==> src/rtl/delay_line_controller.sv <==
// ============================================================================
// Module      : delay_line_controller
// Description : Delay-change sequencer and per-sample valid tracker for a
//               variable shift-register delay line.
// Revision    : 1.0 - initial release
// ============================================================================
`default_nettype none

module delay_line_controller #(
    parameter int MAX_DELAY_LENGTH = 16,
    parameter int DEFAULT_DELAY    = 1,
    localparam int DW              = $clog2(MAX_DELAY_LENGTH)
) (
    input  logic          CLK,
    input  logic          RST_N,
    input  logic [DW-1:0] CFG_DELAY,
    input  logic          CFG_VALID,
    output logic          CFG_READY,
    output logic          CFG_ERR,
    input  logic          DIN_VALID,
    output logic [DW-1:0] DELAY,
    output logic          DOUT_VALID,
    output logic          BUSY
);

    typedef enum logic [0:0] {
        ST_SETTLE = 1'b0,
        ST_RUN    = 1'b1
    } state_t;

    state_t                      state_q, state_d;
    logic [DW-1:0]               cnt_q, cnt_d;
    logic [DW-1:0]               delay_q, delay_d;
    logic [MAX_DELAY_LENGTH-1:0] vsr_q, vsr_d;
    logic                        cfg_err_q, cfg_err_d;
    logic [DW-1:0]               tag_idx;

    always_ff @(posedge CLK or negedge RST_N) begin
        if (!RST_N) begin
            state_q   <= ST_SETTLE;
            cnt_q     <= '0;
            delay_q   <= DW'(DEFAULT_DELAY);
            vsr_q     <= '0;
            cfg_err_q <= 1'b0;
        end else begin
            state_q   <= state_d;
            cnt_q     <= cnt_d;
            delay_q   <= delay_d;
            vsr_q     <= vsr_d;
            cfg_err_q <= cfg_err_d;
        end
    end

    always_comb begin
        state_d   = state_q;
        cnt_d     = cnt_q;
        delay_d   = delay_q;
        cfg_err_d = 1'b0;
        // Tags keep shifting while blanked so they are correct on the first RUN cycle
        vsr_d     = {vsr_q[MAX_DELAY_LENGTH-2:0], DIN_VALID};
        case (state_q)
            ST_SETTLE: begin
                if (cnt_q == delay_q - DW'(1)) begin
                    state_d = ST_RUN;
                    cnt_d   = '0;
                end else begin
                    cnt_d = cnt_q + DW'(1);
                end
            end
            ST_RUN: begin
                if (CFG_VALID) begin
                    if (CFG_DELAY == '0) begin
                        cfg_err_d = 1'b1;
                    end else begin
                        delay_d = CFG_DELAY;
                        state_d = ST_SETTLE;
                        cnt_d   = '0;
                    end
                end
            end
            default: begin
                state_d = ST_SETTLE;
                cnt_d   = '0;
            end
        endcase
    end

    assign tag_idx    = delay_q - DW'(1);
    assign CFG_READY  = (state_q == ST_RUN);
    assign BUSY       = (state_q != ST_RUN);
    assign DOUT_VALID = (state_q == ST_RUN) && vsr_q[tag_idx];
    assign CFG_ERR    = cfg_err_q;
    assign DELAY      = delay_q;

endmodule

`default_nettype wire

==> config.mk <==
export PLATFORM = sky130hd
export DESIGN_NAME = delay_line_controller
export DESIGN_NICKNAME = d
export VERILOG_FILES = /design/src/rtl/delay_line_controller.sv
export SDC_FILE = /design/constraint.sdc
export NUM_CORES = 1
export LEC_CHECK = 0
export BUFFER_PORTS_ARGS = -buffer_cell sky130_fd_sc_hd__buf_2
export CORE_MARGIN = 2
export CORE_UTILIZATION = 40
export CTS_BUF_LIST = sky130_fd_sc_hd__clkbuf_2
export CTS_CLUSTER_DIAMETER = 120
export CTS_CLUSTER_SIZE = 25
export DETAILED_ROUTE_END_ITERATION = 10
export GPL_ROUTABILITY_DRIVEN = 0
export PLACE_DENSITY = 0.66
export SLEW_MARGIN = 30
export SYNTH_ARGS = -nofsm -noshare
export SYNTH_HDL_FRONTEND = slang
export SYNTH_SLANG_ARGS = --single-unit
==> constraint.sdc <==
create_clock -name CLK -period 4.5 [get_ports CLK]
set_input_delay 0.675 -clock CLK [delete_from_list [all_inputs] [get_ports CLK]]
set_output_delay 0.675 -clock CLK [all_outputs]
set_load 0.005 [all_outputs]
; ---- Word level (Yosys, flattened, before mapping)
; Cells that the tools add are included.
[word_totals]
reg_bits = 26
input_bits = 8
out_inout_bits = 8
elab_cells = 29
[op_classes]
n_bitwise = 2
n_eq_ne = 3
n_reduce_logical = 4
add_sub_neg = 2
mux = 12
magnitude_cmp = 1
[op_table]
columns = cell, count
row1 = 4-bit two-way mux, 3
row2 = 4-bit case mux with 2 select lines, 1
row3 = 1-bit two-way mux, 6
row4 = "4-bit by 5-bit < comparator with 1-bit output, second input constant", 1
row5 = "4-bit by 1-bit adder with 4-bit output, second input constant", 1
row6 = 1-bit binary-select mux with 4-bit select, 1
row7 = 4-bit == test, 1
row8 = 4-bit zero test, 1
row9 = "2-bit != test, second input constant", 2
row10 = "4-bit by 1-bit subtractor with 4-bit output, second input constant", 1
row11 = 3-bit AND reduction, 1
row12 = 1-bit inverter, 2
row13 = 1-bit case mux with 2 select lines, 1
row14 = 2-bit AND reduction, 1
row15 = 1-bit logical AND, 1

; ---- Logic depth before layout (Yosys ltp)
[logic_depth]
ltp_word = 4
depth_mapped = 7
mapped_depth_nobuf = 6

; ---- Worst setup path after synthesis
; No wires, ideal clock.
[synth_timing]
kind = reg2out
startpoint = reg delay_q[0] (netlist: DELAY[0])
endpoint = out DOUT_VALID
stages_incl_launch_ff = 7
t_required_ns = 3.825
arrival_time_ns = 1.938
path_slack_ns = 1.887
n_path_buf = 1
path_cell_list = dfstp_2 buf_6 inv_1 ha_1 mux4_1 mux4_2 and2_1
[synth_via]
elab_chain_len = 4
[synth_lines]
columns = element, line
row1 = from (decl), 33  ; logic [DW-1:0] delay_q, delay_d;
row2 = from (signal assigned), 42  ; delay_q <= DW'(DEFAULT_DELAY);
row3 = from (signal assigned), 48  ; delay_q <= delay_d;
row4 = 4-bit by 1-bit subtractor with 4-bit output, 88  ; assign tag_idx = delay_q - DW'(1);
row5 = 1-bit binary-select mux with 4-bit select, 91  ; assign DOUT_VALID = (state_q == ST_RUN) && vsr_q[tag_idx];
row6 = 1-bit two-way mux (not written as such), 91
row7 = 1-bit logical AND, 91
row8 = to (decl), 22  ; output logic DOUT_VALID,
; No other way between the ends. The select of a mux whose other input is x is not followed.

; ---- Worst setup path in the final report
; Same ends and word-level chain as after synthesis.

==> metrics.md <==
| Metric | Value |
|---|---|
| Run status | completed |
| Compound-Gate Fraction of Synth Area | 0.05104 |
| WL final | 1.775 mm |
| H-tree lvl count | 1 |
| Final TNS setup | 0 ns |
| Mux cell area share after synthesis | 0.1601 |
| Synth Area in XOR/XNOR | 0.06961 |
| Crit Path Category | reg -> out |
| CTS clk-pin slew, worst paths | 0.23 ns |
| Final Skew | 0.004557 ns |
| Synth top area share | 0.5800 |
| Post-DP Area | 0.001176 mm² |
| Tcrit/Tclk final | 0.7141 |
| Slew at the pin closest to its max-slew limit | 0.5562 ns |
| Netlist cell types | 28 |
| Number of enable flip-flop cells after synthesis | 0 |
| Die span in x | 55.93 µm |
| Syn Area/Cell | 15.63 µm² |
| Post-Syn Instances | 69 |
| Initial Utilization | 0.4276 |
| Register area share after synthesis | 0.6044 |
| # setup viols final | 0 |
| Prevailing post-synth register cell | dfrtp_1 |
| Rows | 18 |
| Total of max-cap violations | 0 |
| Synth warnings | 0 |
| RSZ-0062 raised after global routing | false |
| Max Fanout on Critical Path | 9 |
| WL met2 | 869 µm |
| WL/cell | 15.30 µm |
| Nature of the critical path startpoint | register |
| Area of the die | 0.003128 mm² |
| VDD IR max | 0.3729 mV |
| Top cells by count, synth | dfrtp_1, xnor2_1, mux4_1, nand3_1, inv_1 |
| Post-Synthesis Cell Area | 0.001079 mm² |
| Post-Synth Simple-Gate Area | 0.06381 |
| Flops & latches, synth | 26 |
| Post-CTS sizing | 0 |
| Root Driver | clkbuf_2 |
| Crit end category | output pin |
| Final min period | 3.214 ns |
| Synth area leader | dfrtp_1 |
| Met3 routed WL | 87 µm |
| Largest family of logic cells by synthesized area | multiplexers |
| CP cell instances | inv_1, ha_1, mux4_1, mux4_2, and2_1, buf_2 |
| Worst Path Buf+Inv | 2 |
| # IOs | 16 |
| Largest net degree at the start of global routing | 27 |
| Leakage power | 0.5653 nW |
| Total CTS buffers | 3 |
| Die height | 55.93 µm |
| First-pass GRT wire length | 2.987 mm |
| Critical path's top delay family | multiplexers |
| Antenna Cells | 0 |
| Layout cell share with drive strength beyond 1 | 0.2907 |
| Drt drc | 0 |
| Max-slew headroom | 0.6292 |
| Later-pin clock latency in the skew report | 0.33 ns |
| Clock sinks | 26 |
| CTS tree | done |
| Area grow syn2layout | 10.91% |
| Avg Vias per Cell | 5.207 |
| TritonRoute pass-1 iters | 4 |
| Clock tree buffer depth | 2 |
| # Post-CTS Setup Buffers | 0 |
| Reg2reg path depth | 6 |
| Synthesized Nets | 79 |
| GRT Total Usage | 0.1244 |
| Synth area leaders | dfrtp_1, mux4_1, xnor2_1 |
| Vias in the first global route | 621 |
| Final Max Slew Viols | 0 |
| Gr ovfl total | 0 |
| Hold Path Class | in -> async |
| Critical path depth | 6 |
| Vias | 604 |
| DRT iter0 DRCs | 18 |
| Arrival @ worst endpoint | 2.54 ns |
| Most frequent cell after synthesis | dfrtp_1 |
| Nets@finish | 97 |
| Critical path's slowest cell | dfstp_2 |
| Initial antenna violation count | 0 |
| Slowest Stage Delay on Critical Path | 0.70 ns |
| Hold Buf Count CTS | 0 |
| Endpoints failing hold | 0 |
| Design Area, Final | 0.001196 mm² |
| Pwr Density | 639.1 mW/mm² |
| Port Buffers | 15 |
| CP required | 3.83 ns |
| Top sig layer | met4 |
| Maximum clock frequency | 311.2 MHz |
| CORE AREA | 0.002522 mm² |
| Min Hold Slack | 0.2843 ns |
| Post-DRT Antenna Nets | 0 |
| Met1 WL | 808 µm |
| Synth Area in Adders | 0.02320 |
| Async S/R FF share, synth | 1.000 |
==> placed cells by master (no fill, tap or decap) <==
master / Yosys / final
nor2_1: 1 / 1
o21a_1: 1 / 1
dfstp_2: 1 / 1
inv_1: 3 / 3
ha_1: 2 / 2
and2_1: 1 / 1
a21oi_1: 1 / 1
xnor2_1: 5 / 5
dfrtp_1: 25 / 25
mux4_1: 4 / 4
or3_1: 1 / 1
nand3_1: 4 / 4
xnor3_1: 1 / 1
a21o_1: 1 / 1
mux2_1: 2 / 2
nor4_1: 1 / 1
a32o_1: 2 / 2
mux2_2: 2 / 2
inv_2: 1 / 1
a21boi_0: 1 / 1
nand2_1: 1 / 1
and3_1: 2 / 2
o31ai_1: 1 / 1
buf_2: 0 / 15
xor2_1: 1 / 1
mux4_2: 1 / 1
nor3_2: 1 / 1
clkbuf_2: 0 / 4
==> flip-flops by register name, summed over array words and instances, names as in the netlist <==
register and count:
CFG_ERR 1, cnt_q 4, vsr_q 16, DELAY 4, CFG_READY 1
==> metal layers <==
metal	global-route usage	vias to the layer above
li1	-	289
met1	0.1713	301
met2	0.1939	12
met3	0.02558	2
met4	0.05102	0
met5	0	-
==> worst paths after layout <==
check                      startpoint          to  slack [ns]
max                          DELAY[0]  DOUT_VALID        1.29
min                             RST_N     CFG_ERR        0.28
max reg2reg                  DELAY[0]    cnt_q[1]        2.57
min reg2reg                 vsr_q[10]   vsr_q[11]        0.40
max in group asynchronous       RST_N    DELAY[0]        3.84
min in group CLK            vsr_q[10]   vsr_q[11]        0.40
==> report_power, final <==
group          internal (mW)  switching [mW]  leakage (nW)
logic                  0.198           0.134         0.239
registers              0.283          0.0621         0.310
clock network         0.0235          0.0644        0.0166
==> cell families after synthesis <==
family / after synthesis
buffers and inverters: 6
AND/OR/NAND/NOR: 12
flip-flops: 26
AO/OA/AOI/OAI: 7
XOR/XNOR: 7
multiplexers: 9
adder cells (fa/ha/maj): 2
==> stage by stage <==
stage | worst slack, ns | util | power [mW] | std cells
3_3_place_gp | 1.731 | 0.4663 | 0.6754 | 112
3_5_place_dp | 1.660 | 0.4663 | 0.6898 | 112
6_report | 1.286 | 0.4742 | 0.7644 | 116
4_1_cts | 1.243 | 0.4742 | 0.7766 | 116
5_1_grt | 1.133 | 0.4742 | 0.8207 | 116
2_1_floorplan | 1.887 | - | 0.6041 | 69
==> final cells by class <==
type                            instances  area [µm²]
Sequential cell                        26       651.9
Timing Repair Buffer                   15       75.07
Tap cell                               30       37.54
Inverter                                4       15.01
Multi-Input combinational cell         37       396.6
Fill cell                             251        1326
Clock buffer                            4       20.02
Power figures use the tool's default switching activity.
